File: config.mk
export PLATFORM = sky130hd
export DESIGN_NAME = sel_mux_arb
export DESIGN_NICKNAME = d
export VERILOG_FILES = /design/src/rtl/sel_mux_arb.sv
export SDC_FILE = /design/constraint.sdc
export NUM_CORES = 1
export LEC_CHECK = 0
export ABC_AREA = 1
export BUFFER_PORTS_ARGS = -buffer_cell sky130_fd_sc_hd__buf_2
export CAP_MARGIN = 20
export CORE_AREA = 4 4 41 43
export CTS_CLUSTER_DIAMETER = 80
export CTS_CLUSTER_SIZE = 40
export DETAILED_ROUTE_END_ITERATION = 7
export DIE_AREA = 0 0 45 47
export GPL_ROUTABILITY_DRIVEN = 0
export GPL_TIMING_DRIVEN = 0
export PLACE_DENSITY = 0.67
export SLEW_MARGIN = 10
export SYNTH_ARGS = -nofsm -noshare
export SYNTH_HDL_FRONTEND = slang
export SYNTH_SLANG_ARGS = --single-unit
File: constraint.sdc
create_clock -name clock -period 1.31 [get_ports clock]
set_clock_uncertainty 0.15 [all_clocks]
set_input_delay 0.0655 -clock clock [delete_from_list [all_inputs] [get_ports clock]]
set_output_delay 0.0655 -clock clock [all_outputs]
set_load 0.01 [all_outputs]
File: src/rtl/sel_mux_arb.sv
// sel_mux_arb: NUM_CH valid/ready channels arbitrated onto one registered output.
// Define SEL_MUX_ASSERT_EN to build in the embedded protocol assertions.
module sel_mux_arb #(
  parameter int WIDTH   = 4,
  parameter int NUM_CH  = 3,
  parameter int RR_MODE = 0
) (
  input  logic                        clock,
  input  logic                        reset,
  input  logic [NUM_CH*WIDTH-1:0]     ip_data,
  input  logic [NUM_CH-1:0]           ip_valid,
  output logic [NUM_CH-1:0]           ip_ready,
  output logic [WIDTH-1:0]            mux_op,
  output logic                        op_valid,
  input  logic                        op_ready,
  output logic [$clog2(NUM_CH)-1:0]   grant_id
);

  localparam int GW = $clog2(NUM_CH);

  logic [GW-1:0]       rr_ptr;
  logic [GW-1:0]       base;
  logic [GW-1:0]       g;
  logic [2*NUM_CH-1:0] vv;
  logic [2*NUM_CH-1:0] rot;
  logic [GW:0]         sum;
  logic                found;
  logic                slot_free;
  logic                load_en;
  logic [WIDTH-1:0]    sel_data;
  logic [GW-1:0]       rr_next;

  // Fixed priority is a scan that always starts at channel 0.
  assign base = (RR_MODE != 0) ? rr_ptr : '0;

  assign slot_free = !op_valid || op_ready;
  assign load_en   = !reset && slot_free && (|ip_valid);

  // Rotate requests so the scan start sits at bit 0, pick the
  // lowest set bit, then map the offset back to a channel index.
  always_comb begin
    vv    = {ip_valid, ip_valid};
    rot   = vv >> base;
    found = 1'b0;
    sum   = '0;
    for (int k = 0; k < NUM_CH; k++) begin
      if (!found && rot[k]) begin
        found = 1'b1;
        sum   = {1'b0, base} + (GW+1)'(k);
      end
    end
    if (sum >= (GW+1)'(NUM_CH)) begin
      sum = sum - (GW+1)'(NUM_CH);
    end
    g = sum[GW-1:0];
  end

  // Data slice of the granted channel.
  always_comb begin
    sel_data = '0;
    for (int i = 0; i < NUM_CH; i++) begin
      if (g == GW'(i)) begin
        sel_data = ip_data[i*WIDTH +: WIDTH];
      end
    end
  end

  // One-hot accept for the granted channel, only when loading.
  always_comb begin
    ip_ready = '0;
    for (int i = 0; i < NUM_CH; i++) begin
      if (load_en && g == GW'(i)) begin
        ip_ready[i] = 1'b1;
      end
    end
  end

  assign rr_next = (g == GW'(NUM_CH-1)) ? '0 : g + GW'(1);

  // Output slot: load on handshake, drop on drain, hold on stall.
  always_ff @(posedge clock) begin
    if (reset) begin
      mux_op   <= '0;
      op_valid <= 1'b0;
      grant_id <= '0;
      rr_ptr   <= '0;
    end else if (load_en) begin
      mux_op   <= sel_data;
      grant_id <= g;
      op_valid <= 1'b1;
      if (RR_MODE != 0) begin
        rr_ptr <= rr_next;
      end
    end else if (op_ready) begin
      op_valid <= 1'b0;
    end
  end

`ifdef SEL_MUX_ASSERT_EN
  a_onehot: assert property (
    @(posedge clock) disable iff (reset)
    $onehot0(ip_ready)
  ) else $error("sel_mux_arb: ip_ready not onehot0, channel %0d", g);

  a_stall: assert property (
    @(posedge clock) disable iff (reset)
    op_valid && !op_ready |=>
      $stable(mux_op) && $stable(grant_id) && op_valid
  ) else $error("sel_mux_arb: stall not held, channel %0d", grant_id);

  for (genvar i = 0; i < NUM_CH; i++) begin : g_chk
    a_cap: assert property (
      @(posedge clock) disable iff (reset)
      ip_ready[i] |=>
        mux_op == $past(ip_data[i*WIDTH +: WIDTH]) &&
        grant_id == GW'(i)
    ) else $error("sel_mux_arb: bad capture, channel %0d", i);

    a_in: assert property (
      @(posedge clock) disable iff (reset)
      ip_valid[i] && !ip_ready[i] |=>
        ip_valid[i] && $stable(ip_data[i*WIDTH +: WIDTH])
    ) else $error("sel_mux_arb: input dropped, channel %0d", i);
  end
`endif

endmodule
; ---- Word level (Yosys, flattened, before mapping)
; Index checks and enable logic that the tools add are counted.
[op_classes]
reduce_logical = 15
add_sub_neg = 1
n_lt_le_gt_ge = 1
n_eq_ne = 2
muxes = 13
[op_table]
columns = op, count
row1 = $mux 4, 3
row2 = $mux 1, 8
row3 = $logic_and 1x1->1, 7
row4 = $logic_not 1->1, 4
row5 = $mux 2, 2
row6 = $reduce_or 3->1, 1
row7 = $eq 2x1->1 const B, 1
row8 = $eq 2x2->1 const B, 1
row9 = $ge 2x2->1 const B, 1
row10 = $logic_not 2->1, 1
row11 = $reduce_bool 2->1, 1
row12 = $sub 2x2->2 const B, 1
row13 = $logic_or 1x1->1, 1
[totals]
elab_cells = 35
reg_bits = 7
input_bits = 18
out_inout_bits = 10

; ---- Logic depth before layout (Yosys ltp)
; Gate-level depths: netlist (run 1).
[depth]
ltp_word = 13
ltp_mapped = 9
mapped_depth_nobuf = 9

; ---- Worst setup path before layout (run 1)
; OpenSTA, ideal clock, no wires.
[synth_path]
kind = input-to-reg
start = input port ip_valid[0]
end = register mux_op[3]
path_buffers = 0
stages = 7
t_arrival_ns = 0.966
slack_ns = 0.081
path_cell_list = inv_1 -> nand2_1 -> ha_1 -> inv_1 -> or2_2 -> nand3_1 -> nand2_1
[synth_between]
elab_chain_cells = 13
elab_cells_between_ends = 19
classes_between = add/sub: 1 / order compare: 1 / eq/ne: 2 / mux: 8 / reduce/logical: 7
[synth_rtl]
columns = element, line_no
row1 = start: declaration, 11  ; input logic [NUM_CH-1:0] ip_valid,
row2 = $mux 1 (*), 47  ; if (!found && rot[k]) begin
row3 = $logic_not 1->1, 47
row4 = $logic_and 1x1->1, 47
row5 = $mux 1, 47
row6 = $logic_not 1->1, 47
row7 = $logic_and 1x1->1, 47
row8 = $mux 2 (*), 47
row9 = $sub 2x2->2 or $ge 2x2->1 (tied branches), "53, 52"
row10 = $mux 2 (*), 52  ; if (sum >= (GW+1)'(NUM_CH)) begin
row11 = via sum[1], 26  ; logic [GW:0] sum;
row12 = $logic_not 2->1, 62  ; if (g == GW'(i)) begin
row13 = $mux 4 (2 in a row), 62
row14 = $mux 4 (*), 62
row15 = end signal: assignment, 88  ; mux_op <= sel_data;
row16 = end: declaration, 13  ; output logic [WIDTH-1:0] mux_op,
; The timed path passes the listed nets; every way through them passes the cells marked *.
; A chain may end at the register's enable or synchronous reset.

; ---- Final worst setup path (run 1)
[layout_path]
start = register op_valid
end = output port ip_ready[2]
[layout_between]
elab_chain_cells = 6
[layout_rtl]
columns = element, line_no
row1 = start: declaration, 14  ; output logic op_valid,
row2 = start signal: assignment, 84  ; op_valid <= 1'b0;
row3 = start signal: assignment, 90  ; op_valid <= 1'b1;
row4 = start signal: assignment, 95  ; op_valid <= 1'b0;
row5 = $logic_not 1->1, 36  ; assign slot_free = !op_valid || op_ready;
row6 = $logic_or 1x1->1, 36
row7 = $logic_and 1x1->1 (2 in a row), 37  ; assign load_en = !reset && slot_free && (|ip_valid);
row8 = $logic_and 1x1->1, 72  ; if (load_en && g == GW'(i)) begin
row9 = $mux 1, 72
row10 = end: declaration, 12  ; output logic [NUM_CH-1:0] ip_ready,
; No other way between the ends.

==> results by group, run 1 <==
Clocking
  – Number of buffers inserted during clock tree synthesis: 3
  – Clock tree from TritonCTS: done
  – Deepest clock path buffer count: 2
  – Clock insertion delay at the later pin of the skew report: 250 ps
  – Clock sink total: 7
  – Clock transition at the registers of the reported paths: 50 ps
  – Clock tree root buffer cell: clkbuf_4
  – Max H-tree Level: 1

Global route
  – GRT Overall Usage: 12.4%
  – First-pass GRT wire length: slightly below 2000 um
  – Gr ovfl total: 0
  – Pin count of the biggest net entering global routing: 8
  – Initial antenna violation count: 0
  – Vias in the first global route: 498

Floorplanning
  – Top-Level Pins: 28
  – Area of the die: 2120 um2
  – Core Area: around 1300 um2
  – Height of the die: roughly 47 um
  – Total number of placement rows: 13
  – Horizontal die dimension: between 40 and 50 um
  – Initial Utilization: 33.5%

Logic synthesis
  – Yosys top cell area share: 32.2%
  – Commonest register cell after synthesis: dfxtp_1
  – Synth top area cells: dfxtp_1 (32%), nand3_1 (18%), nand2_1 (14%)
  – Synthesized Nets: 91
  – Combined area of all synthesized cells: 435 um2
  – Proportion of register bits with asynchronous set or reset after synthesis: 0%
  – Top cell type by total area after synthesis: dfxtp_1
  – Number of flops mapped to enable cells by yosys: 0
  – Count of state elements after synthesis: 7
  – Part of the Yosys area used for sequential elements: 32.2%
  – Number of distinct standard cells referenced by the synthesized netlist: 13
  – Synthesized area per cell: between 6 and 7 um2
  – Yosys warns: 0
  – Gate Count Post-Synth: 72

Final layout
  – Post-synthesis to final-layout area growth: 75.0%
  – Final-layout fill cell count: 135
  – Count of nets after finishing: between 100 and 150
  – Seq. cell area: 141 um2
  – Post-route cell area: ~760 um2
  – Core utilization of the finished layout: about three fifths
  – Proportion of layout cells with a drive suffix above 1: 46.0%
  – Most common cell after layout, fill and taps aside: buf_2
  – Diode insertion count for antenna repair: 0
  – Combined area of the multi-input logic cells: 298 um2
  – Top library cells by usage in the layout, fill and taps aside: buf_2 (26), nand3_1 (15), nand2_1 (15)

STA
  – Worst max-slew margin expressed relative to the limit: 85.8%
  – Setup repair after global routing missed its margin: true
  – Final setup violation count: 1
  – Final total negative setup slack: -5.79 ps
  – Final critical-path required period: 1320 ps
  – Peak clock frequency supported by timing: approximately 760 MHz
  – Pin slew with the least headroom to its limit: 212 ps
  – Final Slew Violations: 0
  – Number of hold violations in the final report: 0
  – Share of the clock period used by the worst path: 100%
  – Crit path setup slack, layout: -5.79 ps

Drt
  – Topmost layer with routed signal wires: met4
  – Initial detailed-routing violation count: 4
  – TritonRoute pass-1 iters: 2
  – Post-Route M1 WL: 504 um
  – Post-route DRC violation count: 0
  – Routed wire length on met2: 585 um
  – Number of nets with antenna violations after detailed routing: 0
  – Average wire length per cell after detail routing: 9.44 um
  – WL met3: roughly 100 um
  – Overall via count from detail_route: 573
  – Via density per instance: 4.48
  – Detailed Route WL: about 1200 um

Placed design
  – Number of buffers added on ports: 27
  – Placed cell area: 589 um2
  – DP HPWL: 854 um

Setup path
  – WP buf/inv: 3
  – Highest-delay cell along the critical path: dfxtp_2
  – Data arrival, critical path: 1100 ps
  – WP data required: between 1000 and 1500 ps
  – Gate family responsible for the most delay along the worst path: flip-flops
  – Worst Setup End Kind: primary output
  – Largest stage delay on the critical path: 330 ps
  – Startpoint type of the worst setup path: flip-flop
  – Critical path's most frequent cell: buf_6
  – Maximum fanout along the worst path: 2
  – Series of cell instances along the critical path: a21oi_4, buf_6, nand3_4, inv_2, buf_6
  – Critical path class: flip-flop to primary output

Flow run
  – MaxCap Viol Count: 0

Power and ir drop
  – Leak: approximately 0.44 nW
  – Total power of the final layout: 0.645 mW
  – Power Density: 846 nW/um2
  – Maximum resistive drop on vdd: about 450 uV

Run status
  – Violations in the final reports: setup timing
  – Outcome: finished, violations left

Hold path
  – Hold WC Path Type: primary input to flip-flop
[power by group]
part | total [mW] | internal [mW] | switching (mW)
Combinational | 0.206 | 0.102 | 0.104
Clock | 0.196 | 0.116 | 0.0793
Sequential | 0.244 | 0.234 | 0.00980
[flip-flops by register name, summed over array words and instances, names as in the netlist]
| signal | cells |
|---|---|
| op_valid | 1 |
| mux_op | 4 |
| grant_id | 2 |
[synth_stat cells, types with 2 or more instances]
cell type	count
a21oi_1	2
dfxtp_1	7
inv_1	12
nand2_1	16
nand2_2	2
nand3_1	16
nor2_1	11
[area by class of cell]
cell class	count	share of cell area (%)
Multi-Input combinational cell	52	39.1
Sequential cell	7	18.6
Tap cell	15	2.46
Clock buffer	4	3.45
Inverter	12	5.91
Timing Repair Buffer	38	30.5
[logic make-up after synthesis]
group                    after synthesis  share of synthesized area, %
AND/OR/NAND/NOR                       48                          48.6
buffers and inverters                 13                          12.9
AO/OA/AOI/OAI                          3                          3.45
adder cells (fa/ha/maj)                1                          2.87
flip-flops                             7                          32.2
[repair_timing]
| action | CTS | global route |
|---|---|---|
| pin swaps | 2 | 2 |
| endpoints found under the hold margin | 2 | 0 |
| endpoints found under the setup margin | 3 | 4 |
| setup buffers | 7 | 2 |
| resized for setup | 8 | 7 |
| hold buffers | 2 | 0 |
[worst paths after layout]
kind              cells past startpoint                  endpoint  slack [ps]                      from
setup / recovery                      5               ip_ready[2]          -6     op_valid$_SDFFE_PP0P_
hold reg to reg                       2  grant_id[1]$_SDFFE_PP0P_         300  grant_id[1]$_SDFFE_PP0P_
setup reg to reg                      6    mux_op[3]$_SDFFE_PP0P_          60     op_valid$_SDFFE_PP0P_
hold / removal                        5    mux_op[1]$_SDFFE_PP0P_           4                ip_data[9]
[worst register-to-register path, cell delays in order (launching register included)]
cell and delay, ps:
dfxtp_2 330, a21oi_4 190, nand2_4 100, buf_4 140
buf_4 130, nand3_1 60, nand2_1 50
[through the flow]
step	setup slack [ps]	hold slack [ps]	instances
after floorplan	80.5	-15.4	72
after global placement	-182	119	114
after detailed placement	-189	122	114
after CTS	-1.45	3.33	126
after global routing	-47.3	21.3	128
final	-5.79	3.78	128
[layer usage]
layer	track usage [%]	vias up
li1	-	307
met1	14.5	241
met2	22.0	23
met3	1.15	2
met4	7.02	0
met5	0	-
Power figures use the tool's default switching activity.
==> run 2: changes to the inputs <==
- CELL_PAD_IN_SITES_DETAIL_PLACEMENT: not set -> 1
- CELL_PAD_IN_SITES_GLOBAL_PLACEMENT: not set -> 1
- CORE_AREA: 4 4 41 43 -> not set
- CORE_ASPECT_RATIO: not set -> 1.1
- CORE_MARGIN: not set -> 4
- CORE_UTILIZATION: not set -> 25
- DIE_AREA: 0 0 45 47 -> not set
- PLACE_DENSITY: 0.67 -> not set
- PLACE_DENSITY_LB_ADDON: not set -> 0.1
- clock period: 1.31 -> 1.4 ns (I/O delays scaled with it)
==> run 2 against run 1 <==
Effect of this change: the run now ends clean; sequential cell count did not move; routed wire length rose by 14%; via count rose by 0.70%; final area fell by 7.6%; combinational power fell by 15%; register-to-register slack improved by 60 ps; critical endpoint unchanged; highest routed layer unchanged.
==> results by group, run 2 (synthesis gave the netlist of run 1 again) <==
Run status
  – Outcome: finished clean (was finished, violations left)

STA
  – Number of hold violations in the final report: 0 (unchanged)
  – Share of the clock period used by the worst path: between 90% and 100%
  – Peak clock frequency supported by timing: about 750 MHz
  – Final Slew Violations: 0 (unchanged)
  – Setup repair after global routing missed its margin: false (was true)
  – Worst max-slew margin expressed relative to the limit: 75.4% (was 85.8%)
  – Pin slew with the least headroom to its limit: 366 ps (was 212 ps)
  – Final total negative setup slack: 0 ps (was -5.79 ps)
  – Final setup violation count: 0 (was 1)
  – Crit path setup slack, layout: 69.6 ps (was -5.79 ps)
  – Final critical-path required period: approximately 1300 ps

Final layout
  – Number of flip-flops in the largest register: 4 (unchanged)
  – Proportion of layout cells with a drive suffix above 1: 41.3% (was 46.0%)
  – Final-layout fill cell count: 237 (was 135)
  – Post-route cell area: 704 um2 (was 762 um2)
  – Top library cells by usage in the layout, fill and taps aside: buf_2 (27), nand3_1 (15), nand2_1 (15) (was buf_2 (26), nand3_1 (15), nand2_1 (15))
  – Diode insertion count for antenna repair: 0 (unchanged)
  – Largest Register: mux_op (unchanged)
  – Count of nets after finishing: 129 (was 133)
  – Top flop regs: mux_op x4, grant_id x2, op_valid x1 (unchanged)
  – Most common cell after layout, fill and taps aside: buf_2 (unchanged)
  – Post-synthesis to final-layout area growth: 61.8% (was 75.0%)
  – Core utilization of the finished layout: 43.6% (was 58.6%)

Power and ir drop
  – Switch Pwr: 0.179 mW (was 0.193 mW)
  – Maximum resistive drop on vdd: 224 uV (was 450 uV)
  – Power share of the clock group: 31.4% (was 30.3%)
  – Sequential share of power: 38.8% (was 37.8%)
  – Total power of the final layout: 0.589 mW (was 0.645 mW)
  – Net switching fraction of the power: 30.3% (was 29.9%)
  – Part of the total power dissipated in combinational logic: 29.8% (was 31.9%)
  – Cell-internal power: 0.411 mW (was 0.452 mW)
  – Leak: 0.416 nW (was 0.443 nW)
  – Power Density: 837 nW/um2 (was 846 nW/um2)

Clocking
  – Number of buffers inserted during clock tree synthesis: 3 (unchanged)
  – Clock transition at the registers of the reported paths: 50 ps (about the same)
  – Max H-tree Level: 1 (unchanged)
  – Clock insertion delay at the later pin of the skew report: 250 ps (about the same)
  – Clock sink total: 7 (unchanged)
  – Deepest clock path buffer count: 2 (unchanged)
  – Clock tree from TritonCTS: done (unchanged)
  – Clock tree root buffer cell: clkbuf_4 (unchanged)

Floorplanning
  – Top-Level Pins: 28 (unchanged)
  – Horizontal die dimension: 47.8 um (was 45 um)
  – Total number of placement rows: 15 (was 13)
  – Area of the die: 2470 um2 (was 2120 um2)
  – Height of the die: 51.8 um (was 47 um)
  – Initial Utilization: 27.0% (was 33.5%)
  – Core Area: 1610 um2 (was 1300 um2)

Global route
  – Vias in the first global route: 588 (was 498)
  – Gr ovfl total: 0 (unchanged)
  – GRT Overall Usage: 13.0% (was 12.4%)
  – Pin count of the biggest net entering global routing: 9 (was 8)
  – Initial antenna violation count: 0 (unchanged)
  – First-pass GRT wire length: 2280 um (was 1940 um)

Placed design
  – Worst Setup Slack post-DPL: -157 ps (was -189 ps)
  – Number of buffers added on ports: 27 (unchanged)
  – DP HPWL: 1070 um (was 854 um)
  – Placed cell area: 592 um2 (was 589 um2)

Setup path
  – CP Depth: 5 (unchanged)
  – Critical path class: flip-flop to primary output (unchanged)
  – WP buf/inv: 3 (unchanged)
  – WP data required: 1180 ps (was 1090 ps)
  – CP Launch Point: op_valid$_SDFFE_PP0P_ (unchanged)
  – Startpoint of the lowest-slack register-to-register path: op_valid$_SDFFE_PP0P_ (unchanged)
  – Data arrival, critical path: 1110 ps (was 1100 ps)
  – Reg2Reg Depth: 7 (was 6)
  – Gate family responsible for the most delay along the worst path: flip-flops (unchanged)
  – Series of cell instances along the critical path: a21oi_4, buf_4, nand3_2, inv_1, buf_2 (was a21oi_4, buf_6, nand3_4, inv_2, buf_6)
  – Startpoint type of the worst setup path: flip-flop (unchanged)
  – Maximum fanout along the worst path: 3 (was 2)
  – Worst Setup End Kind: primary output (unchanged)
  – Largest stage delay on the critical path: 330 ps (about the same)
  – Highest-delay cell along the critical path: dfxtp_2 (unchanged)

Hold path
  – Worst hold path stage count: 5 (unchanged)
  – Hold WC Path Type: primary input to flip-flop (unchanged)
  – Min-delay src: ip_data[10] (was ip_data[9])

Drt
  – TritonRoute pass-1 iters: 1 (was 2)
  – Post-route DRC violation count: 0 (unchanged)
  – Initial detailed-routing violation count: 0 (was 4)
  – Average wire length per cell after detail routing: 11.0 um (was 9.44 um)
  – Detailed Route WL: 1380 um (was 1210 um)
  – Via density per instance: 4.58 (was 4.48)
  – Overall via count from detail_route: 577 (was 573)
  – Number of nets with antenna violations after detailed routing: 0 (unchanged)

Flow run
  – MaxCap Viol Count: 0 (unchanged)
[run 2: tightest hold or removal path, cell delays in order]
cell,delay (ps)
buf_2,80
nand2_1,40
nand3_1,70
nor2_1,40
nor2_1,70
[run 2: stage by stage]
step           hold WS (ps)  instances
2_1_floorplan         -10.9         72
3_3_place_gp            128        116
3_5_place_dp            129        116
4_1_cts                5.13        126
5_1_grt                50.7        126
6_report               4.50        126
[run 2: cell type report]
cell class,count,area (um2),area share [%]
multi-input combinational,52,275,39.1
timing repair buffer,34,195,27.7
sequential,7,141,20.1
inverter,12,45.0,6.39
clock buffer,4,26.3,3.73
tap,17,21.3,3.02
[run 2: worst paths after layout]
kind | end | slack [ps]
worst max-delay path | ip_ready[2] | 70
worst min-delay path | mux_op[2]$_SDFFE_PP0P_ | 4
worst max register to register | mux_op[0]$_SDFFE_PP0P_ | 120
worst min register to register | grant_id[1]$_SDFFE_PP0P_ | 300
[run 2: metal layers]
layer | vias to the layer above | part of all wire [%] | GRT usage (%)
met5 | - | 0 | 0
met4 | 0 | 1.7 | 9.42
met3 | 2 | 8.0 | 1.38
met2 | 21 | 51 | 21.4
met1 | 255 | 40 | 14.8
li1 | 299 | - | -
[run 2: power groups by stage]
stage	Combinational [mW]	Clock, mW	Sequential, mW
final	0.176	0.185	0.228
after global routing	0.200	0.195	0.230
after CTS	0.174	0.193	0.228
after detailed placement	0.151	0	0.231
after global placement	0.148	0	0.230
after floorplan	0.0756	0	0.240
[run 2: repair_timing]
item / CTS / global route
endpoints found under the hold margin: 3 / 0
gates resized for setup: 3 / 5
setup buffers: 3 / 1
hold buffers: 3 / 0
pin swaps: 2 / 2
endpoints found under the setup margin: 3 / 3
==> run 3: changes to the inputs <==
- ABC_AREA: 1 -> not set
- CORE_UTILIZATION: 25 -> 27
==> run 3 against run 2 <==
Effect of this change: final area rose by 3.4%; die area fell by 6.0%; via count fell by 9.0%; sequential power fell by 3%; cell count fell by 20%; sequential cell count did not move; first-iteration DRC count rose by 5; combinational power fell by 9.7%; area after synthesis rose by 0.29%; register-to-register slack got worse by 90 ps; worst setup slack got worse by 43 ps; largest power group unchanged; highest routed layer unchanged.
==> results by group, run 3 <==
Run status
  – Outcome: finished clean (unchanged)

Logic synthesis
  – Yosys warns: 0 (unchanged)
  – Synthesized area per cell: 8.91 um2 (was 6.05 um2)
  – Part of the Yosys area used for sequential elements: 32.1% (was 32.2%)
  – Most repeated cell in the gate-level netlist after synthesis: dfxtp_1
  – Number of distinct standard cells referenced by the synthesized netlist: 21 (was 13)
  – Yosys top cell area share: 32.1% (was 32.2%)
  – Combined area of all synthesized cells: 437 um2 (was 435 um2)
  – Commonest cells post-synth: dfxtp_1 (7), o31ai_1 (6), nor2b_1 (5) (was nand2_1 (16), nand3_1 (16), inv_1 (12))
  – Number of flops mapped to enable cells by yosys: 0 (unchanged)
  – Synth top area cells: dfxtp_1 (32%), o31ai_1 (10%), a311oi_1 (8.0%) (was dfxtp_1 (32%), nand3_1 (18%), nand2_1 (14%))
  – Synthesized Nets: 68 (was 91)
  – Top cell type by total area after synthesis: dfxtp_1 (unchanged)
  – Commonest register cell after synthesis: dfxtp_1 (unchanged)
  – Proportion of register bits with asynchronous set or reset after synthesis: 0% (unchanged)
  – Count of state elements after synthesis: 7 (unchanged)
  – Gate Count Post-Synth: 49 (was 72)

STA
  – Pin slew with the least headroom to its limit: 407 ps (was 366 ps)
  – Number of hold violations in the final report: 0 (unchanged)
  – Final setup violation count: 0 (unchanged)
  – Final critical-path required period: 1370 ps (was 1330 ps)
  – Setup repair after global routing missed its margin: true (was false)
  – Peak clock frequency supported by timing: 728 MHz (was 752 MHz)
  – Final Slew Violations: 0 (unchanged)
  – Share of the clock period used by the worst path: 98.1% (was 95.0%)
  – Worst max-slew margin expressed relative to the limit: 72.8% (was 75.4%)

Setup path
  – WP data required: 1180 ps (about the same)
  – Maximum fanout along the worst path: 4 (was 3)
  – Critical path class: flip-flop to primary output (unchanged)
  – Gate family responsible for the most delay along the worst path: simple AND/OR/NAND/NOR gates (was flip-flops)
  – Worst Setup End Kind: primary output (unchanged)
  – Reg-to-Reg End: mux_op[3]$_SDFFE_PP0P_ (was mux_op[0]$_SDFFE_PP0P_)
  – Highest-delay cell along the critical path: dfxtp_2 (unchanged)
  – Reg2Reg Depth: 4 (was 7)
  – WP buf/inv: 2 (was 3)
  – Startpoint type of the worst setup path: flip-flop (unchanged)
  – Series of cell instances along the critical path: nor2b_4, buf_6, nor3_2, and2_1, buf_2 (was a21oi_4, buf_4, nand3_2, inv_1, buf_2)
  – Startpoint of the lowest-slack register-to-register path: op_valid$_SDFFE_PP0P_ (unchanged)
  – Largest stage delay on the critical path: 320 ps (was 330 ps)
  – CP Depth: 5 (unchanged)
  – Data arrival, critical path: 1150 ps (was 1110 ps)
  – Internal reg-to-reg setup slack: 30 ps (was 120 ps)

Final layout
  – Final-layout fill cell count: 190 (was 237)
  – Count of nets after finishing: 105 (was 129)
  – Largest Register: mux_op (unchanged)
  – Proportion of layout cells with a drive suffix above 1: 48.2% (was 41.3%)
  – Top flop regs: mux_op x4, grant_id x2, op_valid x1 (unchanged)
  – Top library cells by usage in the layout, fill and taps aside: buf_2 (26), dfxtp_1 (6), dlygate4sd3_1 (5) (was buf_2 (27), nand3_1 (15), nand2_1 (15))
  – Non-filler instance count after layout: 101 (was 126)
  – Number of flip-flops in the largest register: 4 (unchanged)
  – Post-synthesis to final-layout area growth: 66.8% (was 61.8%)
  – Most common cell after layout, fill and taps aside: buf_2 (unchanged)
  – Diode insertion count for antenna repair: 0 (unchanged)

Clocking
  – Deepest clock path buffer count: 2 (unchanged)
  – Clock tree from TritonCTS: done (unchanged)
  – Number of buffers inserted during clock tree synthesis: 3 (unchanged)
  – Clock insertion delay at the later pin of the skew report: 260 ps (was 250 ps)
  – Clock tree root buffer cell: clkbuf_4 (unchanged)
  – Clock sink total: 7 (unchanged)
  – Max H-tree Level: 1 (unchanged)
  – Clock transition at the registers of the reported paths: 50 ps (about the same)

Hold path
  – WHS Endpoint: grant_id[0]$_SDFFE_PP0P_ (was mux_op[2]$_SDFFE_PP0P_)
  – Min-delay src: reset (was ip_data[10])
  – Hold WC Path Type: primary input to flip-flop (unchanged)
  – Worst hold path stage count: 2 (was 5)

Placed design
  – DP HPWL: 1040 um (was 1070 um)
  – Number of buffers added on ports: 26 (was 27)
  – Placed cell count: 91 (was 116)

Floorplanning
  – Top-Level Pins: 28 (unchanged)
  – Height of the die: 50.2 um (was 51.8 um)
  – Area of the die: 2330 um2 (was 2470 um2)
  – Horizontal die dimension: 46.3 um (was 47.8 um)
  – Core Area: 1450 um2 (was 1610 um2)
  – Initial Utilization: 30.0% (was 27.0%)
  – Total number of placement rows: 14 (was 15)

Global route
  – GRT Overall Usage: 12.0% (was 13.0%)
  – Gr ovfl total: 0 (unchanged)
  – First-pass GRT wire length: 2030 um (was 2280 um)
  – Vias in the first global route: 482 (was 588)
  – Initial antenna violation count: 0 (unchanged)
  – Pin count of the biggest net entering global routing: 11 (was 9)

Drt
  – Initial detailed-routing violation count: 5 (was 0)
  – Via density per instance: 5.20 (was 4.58)
  – Post-route DRC violation count: 0 (unchanged)
  – Number of nets with antenna violations after detailed routing: 0 (unchanged)
  – Detailed Route WL: 1420 um (was 1380 um)
  – TritonRoute pass-1 iters: 4 (was 1)
  – Overall via count from detail_route: 525 (was 577)
  – Average wire length per cell after detail routing: 14.1 um (was 11.0 um)

Power and ir drop
  – Leak: 0.351 nW (was 0.416 nW)
  – Maximum resistive drop on vdd: 252 uV (was 224 uV)
  – Power Density: 784 nW/um2 (was 837 nW/um2)
  – Total power of the final layout: 0.571 mW (was 0.589 mW)

Flow run
  – MaxCap Viol Count: 0 (unchanged)
[run 3: cell count changes after synthesis, sizes merged, moves of 5 or more]
cell,before,now
nand2,18,0
nor2,12,1
nand3,16,0
nor2b,0,5
inv,12,2
o31ai,0,6
[run 3: worst max path at each step]
stage / from / endpoint
2_1_floorplan: op_valid$_SDFFE_PP0P_ / mux_op[0]$_SDFFE_PP0P_
3_3_place_gp: ip_valid[1] / mux_op[0]$_SDFFE_PP0P_
3_5_place_dp: ip_valid[1] / mux_op[0]$_SDFFE_PP0P_
4_1_cts: op_valid$_SDFFE_PP0P_ / ip_ready[0]
5_1_grt: op_valid$_SDFFE_PP0P_ / mux_op[3]$_SDFFE_PP0P_
6_report: op_valid$_SDFFE_PP0P_ / ip_ready[0]
[run 3: worst register-to-register path, cell delays in order, from the launching register on]
cell	delay (ps)
dfxtp_2	320
nor2b_4	120
buf_6	110
or3_4	360
o31ai_2	240
[run 3: kinds of logic after synthesis]
kind of cell / share of synthesized area [%]
buffers and inverters: 4.58
adders and majority gates: 2.86
and+or+nand+nor: 31.8
DFF: 32.1
AOI/OAI and AO/OA: 28.7
[run 3: power by group]
group	total [mW]	switching, mW	internal [mW]
Clock	0.189	0.0802	0.109
Sequential	0.222	0.00761	0.215
Combinational	0.159	0.0760	0.0834
[run 3: repair_timing]
item                                    CTS  global route
hold buffers                              4             1
endpoints found under the hold margin     4             1
setup buffers                             2             0
pin swaps                                 0             4
resized for setup                         2            10
endpoints found under the setup margin    6             6
[run 3: cell type report]
cell class / instances / area [um2] / share of cell area, %
multi-input cells: 37 / 323 / 44.3
repair buffers: 33 / 195 / 26.8
flip-flops and latches: 7 / 141 / 19.4
clock buffers: 4 / 26.3 / 3.61
well taps: 16 / 20.0 / 2.75
plain buffers: 2 / 15.0 / 2.06
inverters: 2 / 7.51 / 1.03
[run 3: routing by layer]
| layer | GRT usage, % | wire length (um) | up-vias |
|---|---|---|---|
| met5 | 0 | 0 | - |
| met4 | 8.53 | 41 | 0 |
| met3 | 1.43 | 108 | 6 |
| met2 | 18.1 | 663 | 25 |
| met1 | 15.3 | 611 | 232 |
| li1 | - | - | 262 |
[run 3: per-stage QoR]
stage,hold slack [ps],cell area (um2),utilization [%],setup TNS [ps],setup slack [ps]
floorplan,116,437,-,0,16.2
global placement,230,587,40.4,-773,-186
detailed placement,236,587,40.4,-732,-187
CTS,5.35,668,46.0,-47.4,-47.4
global route,66.3,728,50.1,-72.6,-39.1
finish,42.2,728,50.1,0,26.2
